$ cat src/rtl/pm_seq_pkg.sv
// Shared types and widths for the power-monitor scan sequencer.
package pm_seq_pkg;

  localparam int unsigned MAXCONVERTERS = 32;
  localparam int unsigned CH_W          = $clog2(MAXCONVERTERS);
  localparam int unsigned SETTLE_W      = $clog2(256);
  localparam int unsigned TMO_W         = $clog2(65536);

  typedef enum logic [1:0] {
    IDLE,
    SETTLE,
    CONVERT,
    COMPARE
  } seq_state_t;

  // Bits [n-1:0] set; the status registers never carry bits for absent rails.
  function automatic logic [MAXCONVERTERS-1:0] rail_mask(input int unsigned n);
    logic [MAXCONVERTERS-1:0] m;
    m = '0;
    for (int unsigned i = 0; i < MAXCONVERTERS; i++) begin
      m[i] = (i < n);
    end
    return m;
  endfunction

endpackage

$ cat src/rtl/pm_window_compare.sv
// Strict window comparator: values equal to a threshold count as in-window.
module pm_window_compare #(
  parameter int unsigned DataWidth = 12
) (
  input  logic [DataWidth-1:0] d,
  input  logic [DataWidth-1:0] thr_uv_flt,
  input  logic [DataWidth-1:0] thr_uv_wrn,
  input  logic [DataWidth-1:0] thr_ov_wrn,
  input  logic [DataWidth-1:0] thr_ov_flt,
  output logic                 flt,
  output logic                 wrn
);

  always_comb begin
    flt = (d < thr_uv_flt) || (d > thr_ov_flt);
    wrn = (d < thr_uv_wrn) || (d > thr_ov_wrn);
  end

endmodule

$ cat src/rtl/pm_scan_sequencer.sv
// Round-robin rail scanner: settles the mux, starts the ADC, window-checks each
// result and keeps live pgood plus latched warn/fault/timeout status.
module pm_scan_sequencer
  import pm_seq_pkg::*;
#(
  parameter int unsigned NumConverters = 8,
  parameter int unsigned SettleCycles  = 4,
  parameter int unsigned TimeoutCycles = 1024,
  parameter int unsigned DataWidth     = 12
) (
  input  logic                 clock,
  input  logic                 reset,
  input  logic                 enable,
  input  logic                 clear_faults,
  output logic [4:0]           mux_sel,
  output logic                 soc,
  input  logic                 adc_eoc,
  input  logic [DataWidth-1:0] adc_data,
  input  logic [DataWidth-1:0] thr_uv_flt,
  input  logic [DataWidth-1:0] thr_uv_wrn,
  input  logic [DataWidth-1:0] thr_ov_wrn,
  input  logic [DataWidth-1:0] thr_ov_flt,
  output logic [31:0]          pgood_bus,
  output logic                 warn,
  output logic                 fault,
  output logic                 timeout,
  output logic                 eoc
);

  localparam logic [MAXCONVERTERS-1:0] VALID = rail_mask(NumConverters);

  seq_state_t               state_q, state_d;
  logic [CH_W-1:0]          ch_q, ch_d;
  logic [SETTLE_W-1:0]      settle_q, settle_d;
  logic [TMO_W-1:0]         tmo_q, tmo_d;
  logic [DataWidth-1:0]     data_q, data_d;
  logic                     skip_q, skip_d;
  logic [MAXCONVERTERS-1:0] pgood_q, pgood_d;
  logic [MAXCONVERTERS-1:0] fault_q, warn_q;
  logic [MAXCONVERTERS-1:0] fault_set, warn_set;
  logic                     timeout_q, timeout_set;
  logic                     eoc_q, eoc_d;
  logic [MAXCONVERTERS-1:0] ch_onehot;
  logic                     last_rail;
  logic                     cmp_flt, cmp_wrn;

  pm_window_compare #(
    .DataWidth(DataWidth)
  ) u_cmp (
    .d          (data_q),
    .thr_uv_flt (thr_uv_flt),
    .thr_uv_wrn (thr_uv_wrn),
    .thr_ov_wrn (thr_ov_wrn),
    .thr_ov_flt (thr_ov_flt),
    .flt        (cmp_flt),
    .wrn        (cmp_wrn)
  );

  assign ch_onehot = MAXCONVERTERS'(1) << ch_q;
  assign last_rail = (ch_q == CH_W'(NumConverters - 1));

  always_comb begin
    state_d     = state_q;
    ch_d        = ch_q;
    settle_d    = settle_q;
    tmo_d       = tmo_q;
    data_d      = data_q;
    skip_d      = skip_q;
    pgood_d     = pgood_q;
    fault_set   = '0;
    warn_set    = '0;
    timeout_set = 1'b0;
    eoc_d       = 1'b0;

    case (state_q)
      IDLE: begin
        ch_d = '0;
        if (enable) begin
          state_d  = SETTLE;
          settle_d = '0;
        end
      end
      SETTLE: begin
        if (settle_q == SETTLE_W'(SettleCycles - 1)) begin
          state_d = CONVERT;
          tmo_d   = '0;
        end else begin
          settle_d = settle_q + SETTLE_W'(1);
        end
      end
      CONVERT: begin
        // tmo_q==0 is the soc cycle; an eoc there is ignored. A real eoc beats
        // a timeout landing on the same cycle.
        if (adc_eoc && (tmo_q != '0)) begin
          data_d  = adc_data;
          skip_d  = 1'b0;
          state_d = COMPARE;
        end else if (tmo_q == TMO_W'(TimeoutCycles - 1)) begin
          timeout_set    = 1'b1;
          fault_set      = ch_onehot;
          pgood_d[ch_q]  = 1'b0;
          skip_d         = 1'b1;
          state_d        = COMPARE;
        end else begin
          tmo_d = tmo_q + TMO_W'(1);
        end
      end
      COMPARE: begin
        if (!skip_q) begin
          pgood_d[ch_q] = ~cmp_flt;
          fault_set     = cmp_flt ? ch_onehot : '0;
          warn_set      = cmp_wrn ? ch_onehot : '0;
        end
        if (last_rail) begin
          eoc_d = 1'b1;
          ch_d  = '0;
        end else begin
          ch_d = ch_q + CH_W'(1);
        end
        if (enable) begin
          state_d  = SETTLE;
          settle_d = '0;
        end else begin
          state_d = IDLE;
          ch_d    = '0;
        end
      end
      default: state_d = IDLE;
    endcase
  end

  always_ff @(posedge clock) begin
    if (reset) begin
      state_q   <= IDLE;
      ch_q      <= '0;
      settle_q  <= '0;
      tmo_q     <= '0;
      data_q    <= '0;
      skip_q    <= 1'b0;
      pgood_q   <= '0;
      fault_q   <= '0;
      warn_q    <= '0;
      timeout_q <= 1'b0;
      eoc_q     <= 1'b0;
    end else begin
      state_q   <= state_d;
      ch_q      <= ch_d;
      settle_q  <= settle_d;
      tmo_q     <= tmo_d;
      data_q    <= data_d;
      skip_q    <= skip_d;
      pgood_q   <= pgood_d & VALID;
      // Set-dominant: a bit being set this edge survives a simultaneous clear.
      fault_q   <= ((clear_faults ? '0 : fault_q) | fault_set) & VALID;
      warn_q    <= ((clear_faults ? '0 : warn_q) | warn_set) & VALID;
      timeout_q <= (clear_faults ? 1'b0 : timeout_q) | timeout_set;
      eoc_q     <= eoc_d;
    end
  end

  assign mux_sel   = ch_q;
  assign soc       = (state_q == CONVERT) && (tmo_q == '0);
  assign pgood_bus = pgood_q;
  assign warn      = |warn_q;
  assign fault     = |fault_q;
  assign timeout   = timeout_q;
  assign eoc       = eoc_q;

endmodule
$ cat config.mk
export PLATFORM = sky130hd
export DESIGN_NAME = pm_scan_sequencer
export DESIGN_NICKNAME = d
export VERILOG_FILES = /design/src/rtl/pm_seq_pkg.sv /design/src/rtl/pm_window_compare.sv /design/src/rtl/pm_scan_sequencer.sv
export SDC_FILE = /design/constraint.sdc
export NUM_CORES = 1
export LEC_CHECK = 0
export ABC_AREA = 1
export BUFFER_PORTS_ARGS = -buffer_cell sky130_fd_sc_hd__buf_2
export CORE_AREA = 2 2 116 118
export CTS_BUF_LIST = sky130_fd_sc_hd__clkbuf_4
export DETAILED_ROUTE_END_ITERATION = 8
export DIE_AREA = 0 0 118 120
export PLACE_DENSITY = 0.66
export SYNTH_ARGS = -nofsm -noshare
export SYNTH_HDL_FRONTEND = slang
export SYNTH_SLANG_ARGS = --single-unit
$ cat constraint.sdc
create_clock -name clock -period 2 [get_ports clock]
set_input_delay 0.4 -clock clock [delete_from_list [all_inputs] [get_ports clock]]
set_output_delay 0.4 -clock clock [all_outputs]
set_load 0.05 [all_outputs]
==> flow_summary.json, run 1 <==
{
  "outcome": "finished, final reports clean",
  "finalPower_uw": 4370,
  "yosysTopAreaCell": "dfxtp_1",
  "power.density_nw_per_um2": 729,
  "finalClockSkew_ns": 0.0241,
  "r2r_setup_slack_ns": 0.12,
  "gr-total-overflow": 0,
  "rsz0062_at_grt": "yes",
  "h-tree-depth": 3,
  "synth_top_area_share_pct": 27.6,
  "slew_violations": 0,
  "cp_data_arrival_time_ns": 1.54,
  "setup.worst_path.end_class": "output port",
  "yosysWarnings": 0,
  "clockBufferDepth": 2,
  "grt_max_degree": 49,
  "yosysSeqAreaShare_pct": 27.6,
  "io_buffer_count": 82,
  "detail_route.wl_per_cell_microns": 11.4,
  "vias_per_cell": 4.59,
  "cpPeakStageDelay_ns": 0.41,
  "yosysMostFrequentCell": "nand2_1",
  "cts_tree": "built",
  "fp.dieH_microns": 120,
  "ys_ff_latch": 70,
  "worstRegToRegCells": 12,
  "fin_tns_setup_ns": 0,
  "synth_area_leaders": "dfxtp_1, ha_1, nand2_1",
  "crit_fanout": 6,
  "path_cells": "nor2_1, nand3_1, nor2_2, nand2_2, nor2_4, buf_8",
  "cp_slowest_cell": "dfxtp_1",
  "ant_nets": 0,
  "drt_iter0_markers": 271,
  "slew-limit-headroom_pct": 62.5,
  "globalplace.congestion": 0.917,
  "holdPathEnd": "data_q[11]",
  "grt_pass1_vias": 4497,
  "track_usage_pct": 16.8,
  "clock.fmax_mhz": 514,
  "setup_viol": 0,
  "postRouteWirelength_microns": 11800,
  "boundaryPins": 107,
  "min_path_type": "input port to flop",
  "drc_errors": 0,
  "die_width_microns": 118,
  "synth_edf_count": 0,
  "num_rows": 42,
  "cp.required_ns": 1.60,
  "grt_pass1_wl_microns": 19700,
  "async_flop_share_pct": 0,
  "yosys-top-cells-count": "nand2_1, inv_1, nor2_1, dfxtp_1, a21oi_1",
  "cts.sinks": 70,
  "clk_latency_ns": 0.44,
  "synth_cell_type_count": 37,
  "worst_pin_slew_ns": 0.563,
  "finalCriticalPeriod_ns": 1.94,
  "worstHoldStart": "adc_data[11]",
  "clkTransAtPathRegs_ns": 0.12,
  "hold_depth": 3,
  "cts_inserted_buffers": 9,
  "layout-drive-gt1-share_pct": 21.5,
  "syn_area_sq_um": 5070,
  "vias": 4731,
  "die_area_sq_um": 14200,
  "cap_violations": 0,
  "synthToLayoutAreaGrowth_pct": 18.4,
  "dr.pass1.iters": 4,
  "reg2reg_from": "tmo_q[0]",
  "avgSynthCellArea_sq_um": 6.79,
  "worstReg2RegEnd": "pgood_bus[3]",
  "timing.final.crit_share_pct": 97.2,
  "crit_type": "flop to output port",
  "p_leak_uw": 0.00294,
  "post-dp-hpwl_microns": 8900,
  "ys.flop_type": "dfxtp_1",
  "final_hold_viol_count": 0,
  "start_util_pct": 39.0,
  "antenna_found_initial": 0,
  "core_sq_um": 13000,
  "cp-start-kind": "flop",
  "synthCells": 746,
  "ir_drop_uv": 457,
  "diodes": 0,
  "clock-root-buffer": "clkbuf_4",
  "fin_nets": 973
}
[routing by layer]
layer	vias up	global-route usage (%)	wire [microns]
li1	2544	-	-
met1	2058	21.9	5720
met2	113	27.7	5260
met3	16	3.52	551
met4	0	5.72	227
met5	-	0	0
[cells by family (layout without fill, tap and decap cells)]
| group | after synthesis | in the layout | synth area share, % |
|---|---|---|---|
| buffers and inverters | 147 | 232 | 13.3 |
| DFF | 70 | 70 | 27.6 |
| other | 1 | 24 | 0.0740 |
| adders and majority gates | 58 | 58 | 14.3 |
| xor gates and xnor gates | 17 | 17 | 2.94 |
| AOI/OAI and AO/OA | 102 | 102 | 11.4 |
| and+or+nand+nor | 351 | 352 | 30.3 |
[layout by cell type (no fill, tap or decap), types with 5 or more instances in the layout]
cell / Yosys / layout
nand2_2: 9 / 14
conb_1: 1 / 24
a21oi_2: 10 / 10
buf_2: 2 / 81
o21ai_0: 20 / 19
nand2_1: 181 / 176
a21oi_1: 64 / 64
inv_2: 2 / 5
nand3_1: 24 / 23
nor2_2: 1 / 7
clkbuf_4: 0 / 11
dfxtp_1: 70 / 65
nor2_1: 92 / 83
ha_1: 58 / 55
nor3_1: 18 / 17
inv_1: 105 / 102
buf_4: 24 / 25
xor2_1: 15 / 15
nand4_1: 12 / 12
[cell type report]
type	instances	area (sq um)
fillers	1360	6980
multi-input cells	553	3190
flip-flops and latches	70	1410
repair buffers	108	628
inverters	108	405
well taps	176	220
clock buffers	11	82.6
clock inverters	5	60.1
[sequential cells by signal, summed over array words and instances, names as in the netlist]
name       count
state_q        2
timeout        1
skip_q         1
tmo_q         16
eoc            1
data_q        12
fault_q        8
pgood_bus      8
settle_q       8
warn_q         8
mux_sel        5
[worst max-delay path: cells and delay by family (launching register included)]
family / cells / cell delay [ns]
and+or+nand+nor: 5 / 0.54
DFF: 1 / 0.41
buffers and inverters: 1 / 0.16
[worst max path at each step]
stage / start / end / slack (ns) / cells after the start
2_1_floorplan: state_q[0] / soc / 0.05 / 6
3_3_place_gp: thr_ov_wrn[7] / warn_q[0] / 0.03 / 10
3_5_place_dp: thr_ov_wrn[7] / warn_q[2] / -0.05 / 10
4_1_cts: tmo_q[11] / soc / 0.0002 / 6
5_1_grt: tmo_q[5] / soc / -0.04 / 6
6_report: tmo_q[5] / soc / 0.06 / 6
[through the flow]
stage	hold slack, ns	setup WS [ns]	util [%]	cells	area [sq um]
final	0.205	0.0550	46.2	1031	6000
after global routing	0.189	-0.0396	46.2	1031	6000
after CTS	0.176	0.000220	45.2	1025	5860
after detailed placement	0.457	-0.0470	43.8	1008	5680
after global placement	0.455	0.0281	43.8	1008	5680
after floorplan	0.445	0.0532	-	769	5160
[power by group]
part           internal (uW)  switching (uW)
Sequential              1470            96.0
Combinational            656            1210
Clock                    411             527
[what timing repair did]
item,4_1_cts,5_1_grt
buffers inserted,2,5
pin swaps,3,7
endpoints found under the setup margin,1,40
gates resized for setup,10,29
hold buffers,0,0
gates cloned,0,1
No activity file was read; power rests on OpenSTA's default activity.
==> inputs of run 2 (changes only) <==
PLACE_DENSITY = not set   (was 0.66)
PLACE_DENSITY_LB_ADDON = 0.05   (was not set)
==> run 2 against run 1 <==
Clock-buffer cell count decreased by 1. Core utilization decreased by 0.34 points. Cell area decreased by 0.73%. Power decreased by 5.2%. Hold slack got worse by 0.013 ns. Critical path depth unchanged. Worst setup slack improved by 0.027 ns. Non-clock buffer count unchanged. Fmax increased by 1.4%. Global-route usage increased by 1.4 points. Die area unchanged. Largest cell class unchanged. Highest routed layer is now met5.
==> flow_summary.json, run 2 (synthesis gave the netlist of run 1 again) <==
{
  "crit_type": "flop to output port",
  "clock-root-buffer": "clkbuf_4",
  "p_leak_uw": 0.00294,
  "final_cell_mix": "nand2_1, inv_1, nor2_1, buf_2, a21oi_1",
  "largest_reg_flops": 16,
  "die_width_microns": 118,
  "synthToLayoutAreaGrowth_pct": 17.5,
  "stdcell_count": 1031,
  "fin_nets": 972,
  "postRouteWirelength_microns": 12400,
  "cp-start-kind": "flop",
  "slew-limit-headroom_pct": 60.1,
  "track_usage_pct": 18.2,
  "power.density_nw_per_um2": 696,
  "boundaryPins": 107,
  "final-seq-area_sq_um": 1430,
  "hold_depth": 3,
  "placed_cells": 1006,
  "cts.sinks": 70,
  "cp_data_arrival_time_ns": 1.52,
  "io_buffer_count": 82,
  "clock.fmax_mhz": 521,
  "setup.worst_path.end_class": "output port",
  "setup_viol": 0,
  "ir_drop_uv": 488,
  "dr.pass1.iters": 4,
  "num_rows": 42,
  "drc_errors": 0,
  "drt_iter0_markers": 198,
  "clkTransAtPathRegs_ns": 0.11,
  "crit_fanout": 5,
  "setup_ws_ns": 0.0819,
  "grt_pass1_wl_microns": 20900,
  "post-dp-hpwl_microns": 9720,
  "fillers": 1393,
  "outcome": "finished, final reports clean",
  "cap_violations": 0,
  "detail_route.wl_per_cell_microns": 12.0,
  "worstRegToRegCells": 11,
  "fin_tns_setup_ns": 0,
  "largest-register": "tmo_q",
  "fp.dieH_microns": 120,
  "clockBufferDepth": 2,
  "timing.final.crit_share_pct": 95.9,
  "antenna_found_initial": 2,
  "ant_nets": 0,
  "gr-total-overflow": 0,
  "h-tree-depth": 3,
  "slew_violations": 0,
  "cts_inserted_buffers": 9,
  "worst_pin_slew_ns": 0.598,
  "vias": 4769,
  "start_util_pct": 39.0,
  "grt_pass1_vias": 4572,
  "multi_input_area_sq_um": 3150,
  "cp.required_ns": 1.60,
  "layout-drive-gt1-share_pct": 22.5,
  "final_common_cell": "nand2_1",
  "largestRegisters": "tmo_q: 16 flops, data_q: 12 flops",
  "clk_latency_ns": 0.45,
  "min_path_type": "input port to flop",
  "finalCriticalPeriod_ns": 1.92,
  "finalClockSkew_ns": 0.0211,
  "vias_per_cell": 4.63,
  "die_area_sq_um": 14200,
  "final_hold_viol_count": 0,
  "core_sq_um": 13000,
  "dpl_worst_slack_ns": -0.00702,
  "cts_tree": "built",
  "grt_max_degree": 49,
  "globalplace.congestion": 0.879
}
[run 2: cell types whose count changed in the layout (fill, tap and decap cells not counted), sizes merged]
cell,change
bufinv,-1
clkbuf,-1
clkinv,+2
diode,+1
nand3,-1
[run 2: metrics by stage]
step | util [%] | hold WS [ns] | cell area [sq um] | power [uW]
global placement | 43.6 | 0.452 | 5670 | 3260
global route | 45.9 | 0.186 | 5960 | 4450
detailed placement | 43.6 | 0.459 | 5670 | 3290
CTS | 44.8 | 0.161 | 5810 | 4150
finish | 45.9 | 0.192 | 5960 | 4150
floorplan | - | 0.445 | 5160 | 2870
[run 2: routing by layer]
layer	GRT usage [%]	part of all wire [%]	vias up
li1	-	-	2534
met1	22.8	47	2094
met2	30.9	46	120
met3	3.56	4.9	19
met4	6.93	2.0	2
met5	0	0.10	-
[run 2: path summary, 6_finish.rpt]
path                            slack [ns]         to        start
worst min-delay path                  0.19  data_q[5]  adc_data[5]
worst min register to register        0.47    timeout      timeout
worst max register to register        0.17   tmo_q[1]     tmo_q[0]
worst max-delay path                  0.08        soc   state_q[0]
[run 2: power by group]
part           internal [uW]  switching, uW
Sequential              1470           97.0
Combinational            618           1160
Clock                    264            529
Total                   2360           1790
[run 2: area by class of cell]
type | instances | area share (%)
multi-input combinational | 552 | 52.9
sequential | 70 | 24.1
timing repair buffer | 108 | 10.5
inverter | 108 | 6.85
tap | 176 | 3.70
clock buffer | 10 | 1.26
clock inverter | 6 | 0.651
antenna | 1 | 0.0420
[run 2: worst max-delay path: stages, from the launching register on]
cell and delay [ns]:
dfxtp_4 0.38, inv_2 0.08, ha_4 0.16, buf_4 0.14, inv_1 0.06, nor2_2 0.09
buf_6 0.16
[run 2: timing repair]
item,CTS,global route
endpoints found under the setup margin,1,21
pin swaps,1,4
resized for setup,10,38
setup buffers,1,7
hold endpoints to repair,0,0
hold buffers,0,0
gates cloned,0,0
